File: config.mk
export PLATFORM = sky130hd
export DESIGN_NAME = pipelined_addsub_flat
export DESIGN_NICKNAME = d
export VERILOG_FILES = /design/src/rtl/alu_pkg.sv /design/src/rtl/pipelined_addsub_if.sv /design/src/rtl/full_adder.sv /design/src/rtl/pipelined_addsub_chunk.sv /design/src/rtl/pipelined_addsub.sv /design/src/flat_wrapper.sv
export SDC_FILE = /design/constraint.sdc
export NUM_CORES = 1
export LEC_CHECK = 0
export ABC_AREA = 1
export BUFFER_PORTS_ARGS = -buffer_cell sky130_fd_sc_hd__buf_2
export CAP_MARGIN = 0
export CORE_AREA = 2 2 77 94
export DETAILED_ROUTE_END_ITERATION = 10
export DIE_AREA = 0 0 79 96
export MAX_ROUTING_LAYER = met4
export PLACE_DENSITY = 0.82
export SLEW_MARGIN = 0
export SYNTH_ARGS = -nofsm -noshare
export SYNTH_HDL_FRONTEND = slang
export SYNTH_SLANG_ARGS = --single-unit
File: constraint.sdc
create_clock -name clk -period 4.5 [get_ports clk]
set_input_delay 0.675 -clock clk [delete_from_list [all_inputs] [get_ports clk]]
set_output_delay 0.675 -clock clk [all_outputs]
set_load 0.1 [all_outputs]
File: src/rtl/alu_pkg.sv
// Shared ALU definitions: opcode encoding, writeback flag vector layout and
// the operand-conditioning helpers used at the adder input.
package alu_pkg;

  typedef enum logic [1:0] {
    OP_ADD = 2'b00,
    OP_SUB = 2'b01,
    OP_ADC = 2'b10,
    OP_SBC = 2'b11
  } op_e;

  localparam int unsigned FLAG_C = 0;
  localparam int unsigned FLAG_V = 1;
  localparam int unsigned FLAG_Z = 2;
  localparam int unsigned FLAG_N = 3;
  localparam int unsigned FLAG_W = 4;

  // SUB/SBC add the one's complement of b
  function automatic logic op_inverts_b(input op_e op);
    return op[0];
  endfunction

  // ADD -> 0, SUB -> 1, ADC/SBC -> external carry
  function automatic logic op_carry_in(input op_e op, input logic cin);
    return op[1] ? cin : op[0];
  endfunction

endpackage

File: src/rtl/pipelined_addsub_if.sv
// Operand/result handshake bundle for the pipelined adder/subtractor.
interface pipelined_addsub_if #(
  parameter int unsigned WIDTH = 16
);
  logic             in_valid;
  logic             in_ready;
  alu_pkg::op_e     op;
  logic [WIDTH-1:0] a;
  logic [WIDTH-1:0] b;
  logic             cin;
  logic             out_valid;
  logic             out_ready;
  logic [WIDTH-1:0] s;
  logic             c_flag;
  logic             v_flag;
  logic             z_flag;
  logic             n_flag;

  modport master (
    output in_valid, op, a, b, cin, out_ready,
    input  in_ready, out_valid, s, c_flag, v_flag, z_flag, n_flag
  );

  modport slave (
    input  in_valid, op, a, b, cin, out_ready,
    output in_ready, out_valid, s, c_flag, v_flag, z_flag, n_flag
  );
endinterface

File: src/rtl/full_adder.sv
// One-bit full adder cell.
module full_adder (
  input  logic i_a,
  input  logic i_b,
  input  logic i_c,
  output logic o_s,
  output logic o_c
);
  assign o_s = i_a ^ i_b ^ i_c;
  assign o_c = (i_a & i_b) | (i_c & (i_a ^ i_b));
endmodule

File: src/rtl/pipelined_addsub_chunk.sv
// Combinational CHUNK-bit ripple adder; exposes the carry into its MSB so the
// final stage can derive signed overflow.
module addsub_chunk #(
  parameter int unsigned CHUNK = 4
) (
  input  logic [CHUNK-1:0] i_a,
  input  logic [CHUNK-1:0] i_b,
  input  logic             i_cin,
  output logic [CHUNK-1:0] o_sum,
  output logic             o_c_msb,
  output logic             o_cout
);
  logic [CHUNK:0] w_c;

  assign w_c[0] = i_cin;

  for (genvar i = 0; i < CHUNK; i++) begin : g_bit
    full_adder u_fa (
      .i_a (i_a[i]),
      .i_b (i_b[i]),
      .i_c (w_c[i]),
      .o_s (o_sum[i]),
      .o_c (w_c[i+1])
    );
  end

  assign o_c_msb = w_c[CHUNK-1];
  assign o_cout  = w_c[CHUNK];
endmodule

File: src/rtl/pipelined_addsub.sv
// Pipelined two's-complement add/sub: one CHUNK-bit carry segment per stage,
// flags registered with the result, whole-pipe stall on output backpressure.
module pipelined_addsub
  import alu_pkg::*;
#(
  parameter int unsigned WIDTH = 16,
  parameter int unsigned CHUNK = 4
) (
  input  logic               clk,
  input  logic               rst,
  pipelined_addsub_if.slave  bus
);
  localparam int unsigned STAGES = WIDTH / CHUNK;
  localparam int unsigned PIPE   = (STAGES > 1) ? STAGES - 1 : 1;

  if (WIDTH % CHUNK != 0) begin : g_width_check
    $error("pipelined_addsub: WIDTH must be a multiple of CHUNK");
  end

  // Inter-stage registers; entry k feeds stage k+1
  logic             r_vld [PIPE];
  logic [WIDTH-1:0] r_a   [PIPE];
  logic [WIDTH-1:0] r_b   [PIPE];
  logic [WIDTH-1:0] r_sum [PIPE];
  logic             r_c   [PIPE];

  logic              r_out_valid;
  logic [WIDTH-1:0]  r_s;
  logic [FLAG_W-1:0] r_flags;

  logic             w_adv;
  logic [WIDTH-1:0] w_b_eff;
  logic             w_cin_eff;

  assign w_adv     = !r_out_valid || bus.out_ready;
  assign w_b_eff   = op_inverts_b(bus.op) ? ~bus.b : bus.b;
  assign w_cin_eff = op_carry_in(bus.op, bus.cin);

  for (genvar k = 0; k < STAGES; k++) begin : g_stage
    logic             w_vin;
    logic             w_ci;
    logic [CHUNK-1:0] w_a_ck;
    logic [CHUNK-1:0] w_b_ck;
    logic [WIDTH-1:0] w_lo;
    logic [CHUNK-1:0] w_sum;
    logic             w_c_msb;
    logic             w_cout;
    logic [WIDTH-1:0] w_acc;

    if (k == 0) begin : g_first
      assign w_vin  = bus.in_valid;
      assign w_ci   = w_cin_eff;
      assign w_a_ck = bus.a[CHUNK-1:0];
      assign w_b_ck = w_b_eff[CHUNK-1:0];
      assign w_lo   = '0;
    end else begin : g_next
      assign w_vin  = r_vld[k-1];
      assign w_ci   = r_c[k-1];
      assign w_a_ck = r_a[k-1][k*CHUNK +: CHUNK];
      assign w_b_ck = r_b[k-1][k*CHUNK +: CHUNK];
      assign w_lo   = r_sum[k-1];
    end

    addsub_chunk #(.CHUNK(CHUNK)) u_chunk (
      .i_a     (w_a_ck),
      .i_b     (w_b_ck),
      .i_cin   (w_ci),
      .o_sum   (w_sum),
      .o_c_msb (w_c_msb),
      .o_cout  (w_cout)
    );

    always_comb begin
      w_acc                    = w_lo;
      w_acc[k*CHUNK +: CHUNK]  = w_sum;
    end

    if (k < STAGES - 1) begin : g_mid
      logic [WIDTH-1:0] w_a_fwd;
      logic [WIDTH-1:0] w_b_fwd;

      // Full operand words travel down the pipe; each stage only reads its own chunk
      if (k == 0) begin : g_src_in
        assign w_a_fwd = bus.a;
        assign w_b_fwd = w_b_eff;
      end else begin : g_src_reg
        assign w_a_fwd = r_a[k-1];
        assign w_b_fwd = r_b[k-1];
      end

      always_ff @(posedge clk or posedge rst) begin
        if (rst) begin
          r_vld[k] <= 1'b0;
        end else if (w_adv) begin
          r_vld[k] <= w_vin;
        end
      end

      always_ff @(posedge clk) begin
        if (w_adv) begin
          r_a[k]   <= w_a_fwd;
          r_b[k]   <= w_b_fwd;
          r_sum[k] <= w_acc;
          r_c[k]   <= w_cout;
        end
      end
    end else begin : g_last
      always_ff @(posedge clk or posedge rst) begin
        if (rst) begin
          r_out_valid <= 1'b0;
          r_s         <= '0;
          r_flags     <= '0;
        end else if (w_adv) begin
          r_out_valid <= w_vin;
          if (w_vin) begin
            r_s             <= w_acc;
            r_flags[FLAG_C] <= w_cout;
            r_flags[FLAG_V] <= w_c_msb ^ w_cout;
            r_flags[FLAG_Z] <= (w_acc == '0);
            r_flags[FLAG_N] <= w_acc[WIDTH-1];
          end
        end
      end
    end
  end

  assign bus.in_ready  = w_adv;
  assign bus.out_valid = r_out_valid;
  assign bus.s         = r_s;
  assign bus.c_flag    = r_flags[FLAG_C];
  assign bus.v_flag    = r_flags[FLAG_V];
  assign bus.z_flag    = r_flags[FLAG_Z];
  assign bus.n_flag    = r_flags[FLAG_N];
endmodule
File: src/flat_wrapper.sv
// flat-port wrapper written by rule: the top's interface ports become plain ports
module pipelined_addsub_flat import alu_pkg::*;
#(
  parameter int unsigned WIDTH = 16,
  parameter int unsigned CHUNK = 4
)
  (clk, rst, bus_in_valid, bus_op, bus_a, bus_b, bus_cin, bus_out_ready, bus_in_ready, bus_out_valid, bus_s, bus_c_flag, bus_v_flag, bus_z_flag, bus_n_flag);
  pipelined_addsub_if #(.WIDTH(WIDTH)) bus_i ();
  input  logic clk;
  input  logic rst;
  input wire logic [$bits(bus_i.in_valid)-1:0] bus_in_valid;
  input wire logic [$bits(bus_i.op)-1:0] bus_op;
  input wire logic [$bits(bus_i.a)-1:0] bus_a;
  input wire logic [$bits(bus_i.b)-1:0] bus_b;
  input wire logic [$bits(bus_i.cin)-1:0] bus_cin;
  input wire logic [$bits(bus_i.out_ready)-1:0] bus_out_ready;
  output wire logic [$bits(bus_i.in_ready)-1:0] bus_in_ready;
  output wire logic [$bits(bus_i.out_valid)-1:0] bus_out_valid;
  output wire logic [$bits(bus_i.s)-1:0] bus_s;
  output wire logic [$bits(bus_i.c_flag)-1:0] bus_c_flag;
  output wire logic [$bits(bus_i.v_flag)-1:0] bus_v_flag;
  output wire logic [$bits(bus_i.z_flag)-1:0] bus_z_flag;
  output wire logic [$bits(bus_i.n_flag)-1:0] bus_n_flag;
  assign bus_i.in_valid = bus_in_valid;
  assign bus_i.op = bus_op;
  assign bus_i.a = bus_a;
  assign bus_i.b = bus_b;
  assign bus_i.cin = bus_cin;
  assign bus_i.out_ready = bus_out_ready;
  assign bus_in_ready = bus_i.in_ready;
  assign bus_out_valid = bus_i.out_valid;
  assign bus_s = bus_i.s;
  assign bus_c_flag = bus_i.c_flag;
  assign bus_v_flag = bus_i.v_flag;
  assign bus_z_flag = bus_i.z_flag;
  assign bus_n_flag = bus_i.n_flag;
  pipelined_addsub #(.WIDTH(WIDTH), .CHUNK(CHUNK)) u_core (.clk(clk), .rst(rst), .bus(bus_i));
endmodule
Yosys cells after proc, flatten, opt, wreduce, memory -nomap -nowiden
Memories as Yosys holds them, arrays and structs flattened.
Index checks and enable logic that the tools add are counted.
{"block": "word_totals", "inputBits": 39, "output_inout_bits": 22, "elab_cells": 100, "memories": 4, "ramBits": 147, "ff_bits": 24}
{"name": "u_core.r_a", "depth": 3, "word_bits": 16, "rd": 3, "rd_ports_with_merged_regs": 0, "wr": 3, "line": "pipelined_addsub.sv:22", "source": "logic [WIDTH-1:0] r_a [PIPE];"}
{"name": "u_core.r_b", "depth": 3, "word_bits": 16, "rd": 3, "rd_ports_with_merged_regs": 0, "wr": 3, "line": "pipelined_addsub.sv:23", "source": "logic [WIDTH-1:0] r_b [PIPE];"}
{"name": "u_core.r_sum", "depth": 3, "word_bits": 16, "rd": 3, "rd_ports_with_merged_regs": 0, "wr": 3, "line": "pipelined_addsub.sv:24", "source": "logic [WIDTH-1:0] r_sum [PIPE];"}
{"name": "u_core.r_c", "depth": 3, "word_bits": 1, "rd": 3, "rd_ports_with_merged_regs": 0, "wr": 3, "line": "pipelined_addsub.sv:25", "source": "logic r_c [PIPE];"}
{"block": "classes", "bitwise": 82, "n_mux": 4, "reduce_logical": 4}
{"op": "XOR 1 bit", "count": 33}
{"op": "AND 1 bit", "count": 32}
{"op": "logical NOT 16 bit", "count": 1}
{"op": "2-to-1 mux 16 bit", "count": 1}
{"op": "NOT 16 bit", "count": 1}
{"op": "bitwise OR 1 bit", "count": 16}
{"op": "2-to-1 mux 1 bit", "count": 3}
{"op": "AND reduction 2 bit", "count": 1}
{"op": "logical NOT 1 bit", "count": 1}
{"op": "logical OR 1 bit", "count": 1}

Depth between registers and ports, before layout
Gate-level depths: netlist of run 1.
{"block": "logic_depth", "ltp_word": 11, "ltp_mapped": 13, "mapped_depth_nobuf": 13}

Hierarchy
Synthesis of run 1 repeated with hierarchy kept, for this count alone.
{"block": "unflattened", "cells_unflattened": 223, "hier_area_um2": 3728.6}
{"module": "pipelined_addsub", "cells_each": 207, "seq_area_each_um2": 2827.7, "n_inst": 1, "area_per_inst_um2": 3408.3}
{"module": "full_adder", "cells_each": 1, "seq_area_each_um2": 0.0, "n_inst": 16, "area_per_inst_um2": 20.0}

Worst setup path before layout of run 1
No wires, ideal clock.
{"block": "synth_timing", "path_kind": "input-to-reg", "from": "input bus_op[0]", "to": "memory u_core.r_sum[0][3], data pin", "setup_slack_ns": 1.524, "arrival_time_ns": 2.707, "path_buffers": 2, "setup_ns": 0.269, "required_ns": 4.231, "path_stages": 8, "cell_sequence": "buf_4 -> buf_6 -> xnor2_1 -> fa_1 -> fa_1 -> fa_1 -> inv_1 -> fa_1"}
{"element": "start, declared", "line": "flat_wrapper.sv:12", "source": "input wire logic [$bits(bus_i.op)-1:0] bus_op;"}
{"element": "end, declared", "line": "pipelined_addsub.sv:24"}

==> metrics, run 1 <==
Yosys warning total 0; register area share after synthesis 72.3%; core area 6690 um2; Post-Synthesis Cells 255; final hold vios 0; pin count of the biggest net entering global routing 83; Hold Path Class flip-flop to flip-flop; # port buffers 60; startpoint types input pin; clk sinks 98; clock skew 0.0112 ns; die area 7580 um2; register area 2830 um2; Post-Syn Area per Cell 15.3 um2; setup total negative slack 0 ns; placed cells 397; diode count 0; hold bufs inserted after CTS 0; CTS root buf clkbuf_8; r2r setup slk 1.96 ns; CTS Buf Count 9; DRC 0; Initial Util 58.5%; Final HPWL DP 3400 um; synthesis-to-finish area growth 14.5%; mapped cell area 3910 um2; critical path peak fanout 17; 1st-pass router iterations 5; layout cell share with drive strength beyond 1 31.3%; GRT overflow 0; Die Wd 79 um; final setup fails 0; Skew-Pair Late Insertion Delay 0.35 ns; via count 1841; critical path arrival 2.87 ns; crit path from bus_op[0]; WL/cell 11.5 um; Slew Limit Fails 0; CP required 4.59 ns; TritonCTS clock tree yes; Post-DRT Antenna Nets 0; syn nets 310; Nets 376; CTS HTree Levels 3; Setup Buffers After CTS 0; vias in the first global route 1805; clock tree buffer depth 2; Slew headroom 34.8%; Crit. End Element flip-flop; Fin Hold WS 0.413 ns; outcome complete, no violations; Final Cycle Share 61.7%; # fillers 512; crit path time final 2.78 ns; post-synth cell types 21; MaxCap Viol Count 0; multi-input logic area 857 um2; Site Rows 33; slew of the pin with the lowest slew margin 0.977 ns; Post-Layout Cell Count 413; initial antenna violation count 0; post-DR vias/cell 4.46; first-pass GRT wire length 8110 um; GRT Total Usage 15.0%; total wire length 4760 um; WS Path Type input pin to flip-flop; fmax 0.360 GHz; start point of the worst hold path u_core.r_sum[0][0]; Ports 61; number of synthesized register bits 98; post_cts resized 0; R2R Path Start u_core.r_c[0][2]; Die Y 96 um; placer congestion estimate 0.803; clk slew on worst S/H paths 0.09 ns; unrepaired setup endpoints after global routing false; Initial DRC Count 117
==> synth_stat cells, drive strengths merged <==
| master | instances | area share, % |
|---|---|---|
| dfrtp | 23 | 15 |
| inv | 40 | 4.0 |
| o21ai | 5 | 0.83 |
| xor2 | 14 | 3.1 |
| fa | 16 | 8.2 |
| buf | 6 | 1.8 |
| mux2i | 1 | 0.26 |
| nand3 | 1 | 0.13 |
| xnor2 | 3 | 0.67 |
| nand2 | 59 | 7.5 |
| nor2 | 12 | 1.2 |
| edfxtp | 75 | 58 |
==> metrics by stage <==
stage	setup WS (ns)	util, %	cell area, um2
2_1_floorplan	1.52	-	3910
3_3_place_gp	1.40	63.7	4260
3_5_place_dp	1.32	63.7	4260
4_1_cts	1.70	66.9	4480
5_1_grt	1.63	66.9	4480
6_report	1.72	66.9	4480
==> registers in the layout, summed over array words and instances (netlist names) <==
| signal | cells |
|---|---|
| u_core.r_c | 3 |
| u_core.bus.out_valid | 1 |
| u_core.g_stage.w_vin | 3 |
| u_core.bus.s | 15 |
| u_core.r_flags | 4 |
| u_core.r_sum | 24 |
| u_core.r_a | 24 |
| u_core.r_b | 24 |
==> logic make-up after synthesis <==
kind of cell / synth area share, %
and+or+nand+nor: 8.83
xor gates and xnor gates: 3.81
muxes: 0.256
adders and majority gates: 8.19
DFF: 72.3
AOI/OAI and AO/OA: 0.832
buffers and inverters: 5.79
==> final cells by class <==
cell class / instances / area share, %
clock buffers: 10 / 2.85
clock inverters: 6 / 2.01
inverters: 40 / 3.52
multi-input cells: 111 / 19.1
flip-flops and latches: 98 / 63.2
well taps: 87 / 2.43
repair buffers: 61 / 6.88
==> worst paths after layout <==
kind                                       endpoint  cells after the start
worst min register to register  u_core.r_sum[0][16]                      0
worst max register to register    u_core.r_flags[2]                     13
min in group asynchronous           u_core.bus.s[2]                      2
worst min-delay path            u_core.r_sum[0][16]                      0
worst max-delay path             u_core.r_sum[0][3]                      7
max in group asynchronous           u_core.bus.s[7]                      2
==> layout by cell type (no fill, tap or decap), drive strengths merged <==
| cell | n |
|---|---|
| dfrtp | 23 |
| inv | 41 |
| nor2 | 12 |
| bufinv | 2 |
| clkinvlp | 1 |
| xor2 | 14 |
| nand3 | 1 |
| buf | 61 |
| o21ai | 5 |
| fa | 16 |
| edfxtp | 75 |
| mux2i | 1 |
| xnor2 | 3 |
| clkinv | 2 |
| clkbuf | 10 |
| nand2 | 59 |
==> critical path, cell delays in order <==
cell	delay (ns)
buf_2	0.36
xnor2_1	0.16
fa_1	0.43
fa_1	0.39
fa_1	0.37
inv_1	0.07
fa_1	0.40
==> layer usage <==
layer	track usage, %	vias to the layer above	share of wire [%]
li1	-	942	-
met1	17.8	843	41
met2	23.9	49	52
met3	3.47	7	4.4
met4	8.62	0	2.5
met5	-	-	0
Power of run 1 is not shown: default switching activity piles up to over one toggle a cycle in this logic, so the estimate is an artifact.
==> run 2, diff against run 1 <==
--- a/config.mk
+++ b/config.mk
@@ -5,14 +5,14 @@
 export SDC_FILE = /design/constraint.sdc
 export NUM_CORES = 1
 export LEC_CHECK = 0
-export ABC_AREA = 1
+export ABC_AREA = 0
 export BUFFER_PORTS_ARGS = -buffer_cell sky130_fd_sc_hd__buf_2
 export CAP_MARGIN = 0
-export CORE_AREA = 2 2 77 94
+export CORE_AREA = 2 2 79 96
 export DETAILED_ROUTE_END_ITERATION = 10
-export DIE_AREA = 0 0 79 96
+export DIE_AREA = 0 0 81 98
 export MAX_ROUTING_LAYER = met4
-export PLACE_DENSITY = 0.82
+export PLACE_DENSITY = 0.77
 export SLEW_MARGIN = 0
 export SYNTH_ARGS = -nofsm -noshare
 export SYNTH_HDL_FRONTEND = slang
==> constraint.sdc (replaced) <==
create_clock -name clk -period 2.8 [get_ports clk]
set_input_delay 0.42 -clock clk [delete_from_list [all_inputs] [get_ports clk]]
set_output_delay 0.42 -clock clk [all_outputs]
set_load 0.1 [all_outputs]
==> run 2 against run 1 <==
Compared with the run above:
- synthesized cell count shrank 19%
- global-route usage shrank 1.1 points
- setup slack lost 1.5 ns
- non-clock buffer count grew 1
- synthesized area shrank 2.3%
- final cell count shrank 11%
- flip-flop and latch count is the same
- largest cell class unchanged
==> metrics, run 2 <==
Final HPWL DP 3460 um; WP depth 10; Synth Flop Type edfxtp_1; Slew Limit Fails 0; post-DR vias/cell 4.70; Die Y 98 um; placer congestion estimate 0.806; CP required 3.01 ns; most instantiated cells after synthesis edfxtp_1, inv_1, dfrtp_1, fa_1, xor2_1; register area share after synthesis 74.0%; WS Path Type flip-flop to flip-flop; critical path arrival 2.80 ns; share of flip-flops with an asynchronous set or reset 23.5%; TritonCTS clock tree yes; top cell type's share of synthesized area 58.9%; MaxCap Viol Count 0; final hold vios 0; initial antenna violation count 0; post_cts resized 0; Post-Synthesis Cells 206; Post-Syn Area per Cell 18.5 um2; Yosys warning total 0; cell taking the most area after synthesis edfxtp_1; Setup WS post-layout 0.213 ns; multi-input logic area 822 um2; # port buffers 60; core area 7060 um2; die area 7940 um2; Slowest Stage Delay on Critical Path 0.47 ns; clock tree buffer depth 2; r2r setup slk 0.21 ns; mapped cell area 3820 um2; startpoint types flip-flop; register area 2830 um2; Top delay family on crit path adder cells; most common library cell in the layout ignoring fill and taps edfxtp_1; Nets 329; synth top area cells edfxtp_1, dfrtp_1, fa_1, inv_1, mux2_4; Final Cycle Share 92.4%; most frequent cells in the layout edfxtp_1, buf_2, inv_1; Worst Setup EP u_core.r_flags[2]; number of synthesized register bits 98; hold bufs inserted after CTS 0; 1st-pass router iterations 4; Slew headroom 46.7%; Post-Layout Cell Count 369; Slowest-stage cell, CP fa_1; crit path time final 2.59 ns; cell repeated most along the worst path fa_1; WL/cell 12.9 um; CTS Buf Count 9; buffers and inverters on the worst path 3; final setup fails 0; crit path from u_core.r_c[0][2]; Post-synth EDFFs 75; CTS root buf clkbuf_8; synthesis-to-finish area growth 16.0%; Fin Hold WS 0.216 ns; GRT Total Usage 13.9%; unrepaired setup endpoints after global routing false; clock skew 0.00811 ns; fmax 0.387 GHz; first-pass GRT wire length 7900 um; pin count of the biggest net entering global routing 51; Regs by FF count u_core.r_a (24), u_core.r_b (24), u_core.r_sum (24); total wire length 4760 um; layout cell share with drive strength beyond 1 34.4%; Skew-Pair Late Insertion Delay 0.34 ns; post-synth cell types 19; critical path peak fanout 2; Place WS 0.179 ns; Crit. End Element flip-flop; Die Wd 81 um; Site Rows 34; Initial Util 54.1%; placed cells 353; CTS HTree Levels 3; diode count 0; outcome complete, no violations; Hold Path Class input pin to asynchronous set/reset pin; clk slew on worst S/H paths 0.08 ns; crit-path cells inv_1, fa_1, inv_1, fa_1, fa_1, inv_1, fa_1, nor4b_1, nand4_1, mux2i_1; setup total negative slack 0 ns; GRT overflow 0; Post-DRT Antenna Nets 0; slew of the pin with the lowest slew margin 0.799 ns; via count 1733; Setup Buffers After CTS 0; clk sinks 98; DRC 0; Initial DRC Count 77; most frequent cell after synthesis edfxtp_1; R2R Path Start u_core.r_c[0][2]; Reg2Reg Capture Point u_core.r_flags[2]; vias in the first global route 1755; Ports 61; # fillers 539; reg2reg path depth 10; syn nets 261
run 2: changes by cell type after synthesis, moves of 8 or more:
| cell | previous run | this run |
|---|---|---|
| mux2_2 | 0 | 10 |
| nor2_1 | 12 | 0 |
| mux2_4 | 0 | 8 |
| nand2_1 | 37 | 0 |
| nand2_2 | 20 | 0 |
run 2: cells by family (layout without fill, tap and decap cells):
group	after synthesis	in the layout	synth area share, %
flip-flops	98	98	74.0
buffers and inverters	42	115	4.68
multiplexers	21	21	6.88
XOR/XNOR	17	17	3.90
adder cells (fa/ha/maj)	16	16	8.38
AND/OR/NAND/NOR	8	8	1.57
AO/OA/AOI/OAI	4	4	0.589
run 2: area by class of cell:
| cell class | count | share of cell area, % |
|---|---|---|
| multi-input cells | 66 | 18.5 |
| repair buffers | 62 | 7.11 |
| inverters | 37 | 3.13 |
| well taps | 90 | 2.54 |
| clock buffers | 11 | 2.96 |
| clock inverters | 5 | 1.92 |
| flip-flops and latches | 98 | 63.8 |
run 2: worst min-delay path by stage:
stage | slack [ns] | endpoint | cells after the start
final | 0.22 | u_core.bus.s[0] | 2
after global routing | 0.23 | u_core.r_a[0][15] | 1
after CTS | 0.22 | u_core.r_a[0][15] | 1
after detailed placement | 0.40 | u_core.r_a[0][24] | 0
after global placement | 0.40 | u_core.r_sum[0][16] | 0
after floorplan | 0.40 | u_core.r_a[0][24] | 0
run 2: routing by layer:
| layer | part of all wire, % | track usage (%) |
|---|---|---|
| met1 | 40 | 16.2 |
| met3 | 4.5 | 2.50 |
| met4 | 3.3 | 8.87 |
| met2 | 53 | 21.9 |
| met5 | 0 | - |
run 2: through the flow:
stage	cell area, um2	util, %
2_1_floorplan	3820	-
3_3_place_gp	4220	59.7
3_5_place_dp	4220	59.7
4_1_cts	4430	62.8
5_1_grt	4430	62.8
6_report	4430	62.8
run 2: worst reg2reg max path: cells and delay by family, from the launching register on:
| kind | cells | cell delay, ns |
|---|---|---|
| buffers and inverters | 3 | 0.26 |
| DFF | 1 | 0.38 |
| and+or+nand+nor | 2 | 0.24 |
| adders and majority gates | 4 | 1.51 |
| muxes | 1 | 0.07 |
Power of run 2 is left out for the same reason.
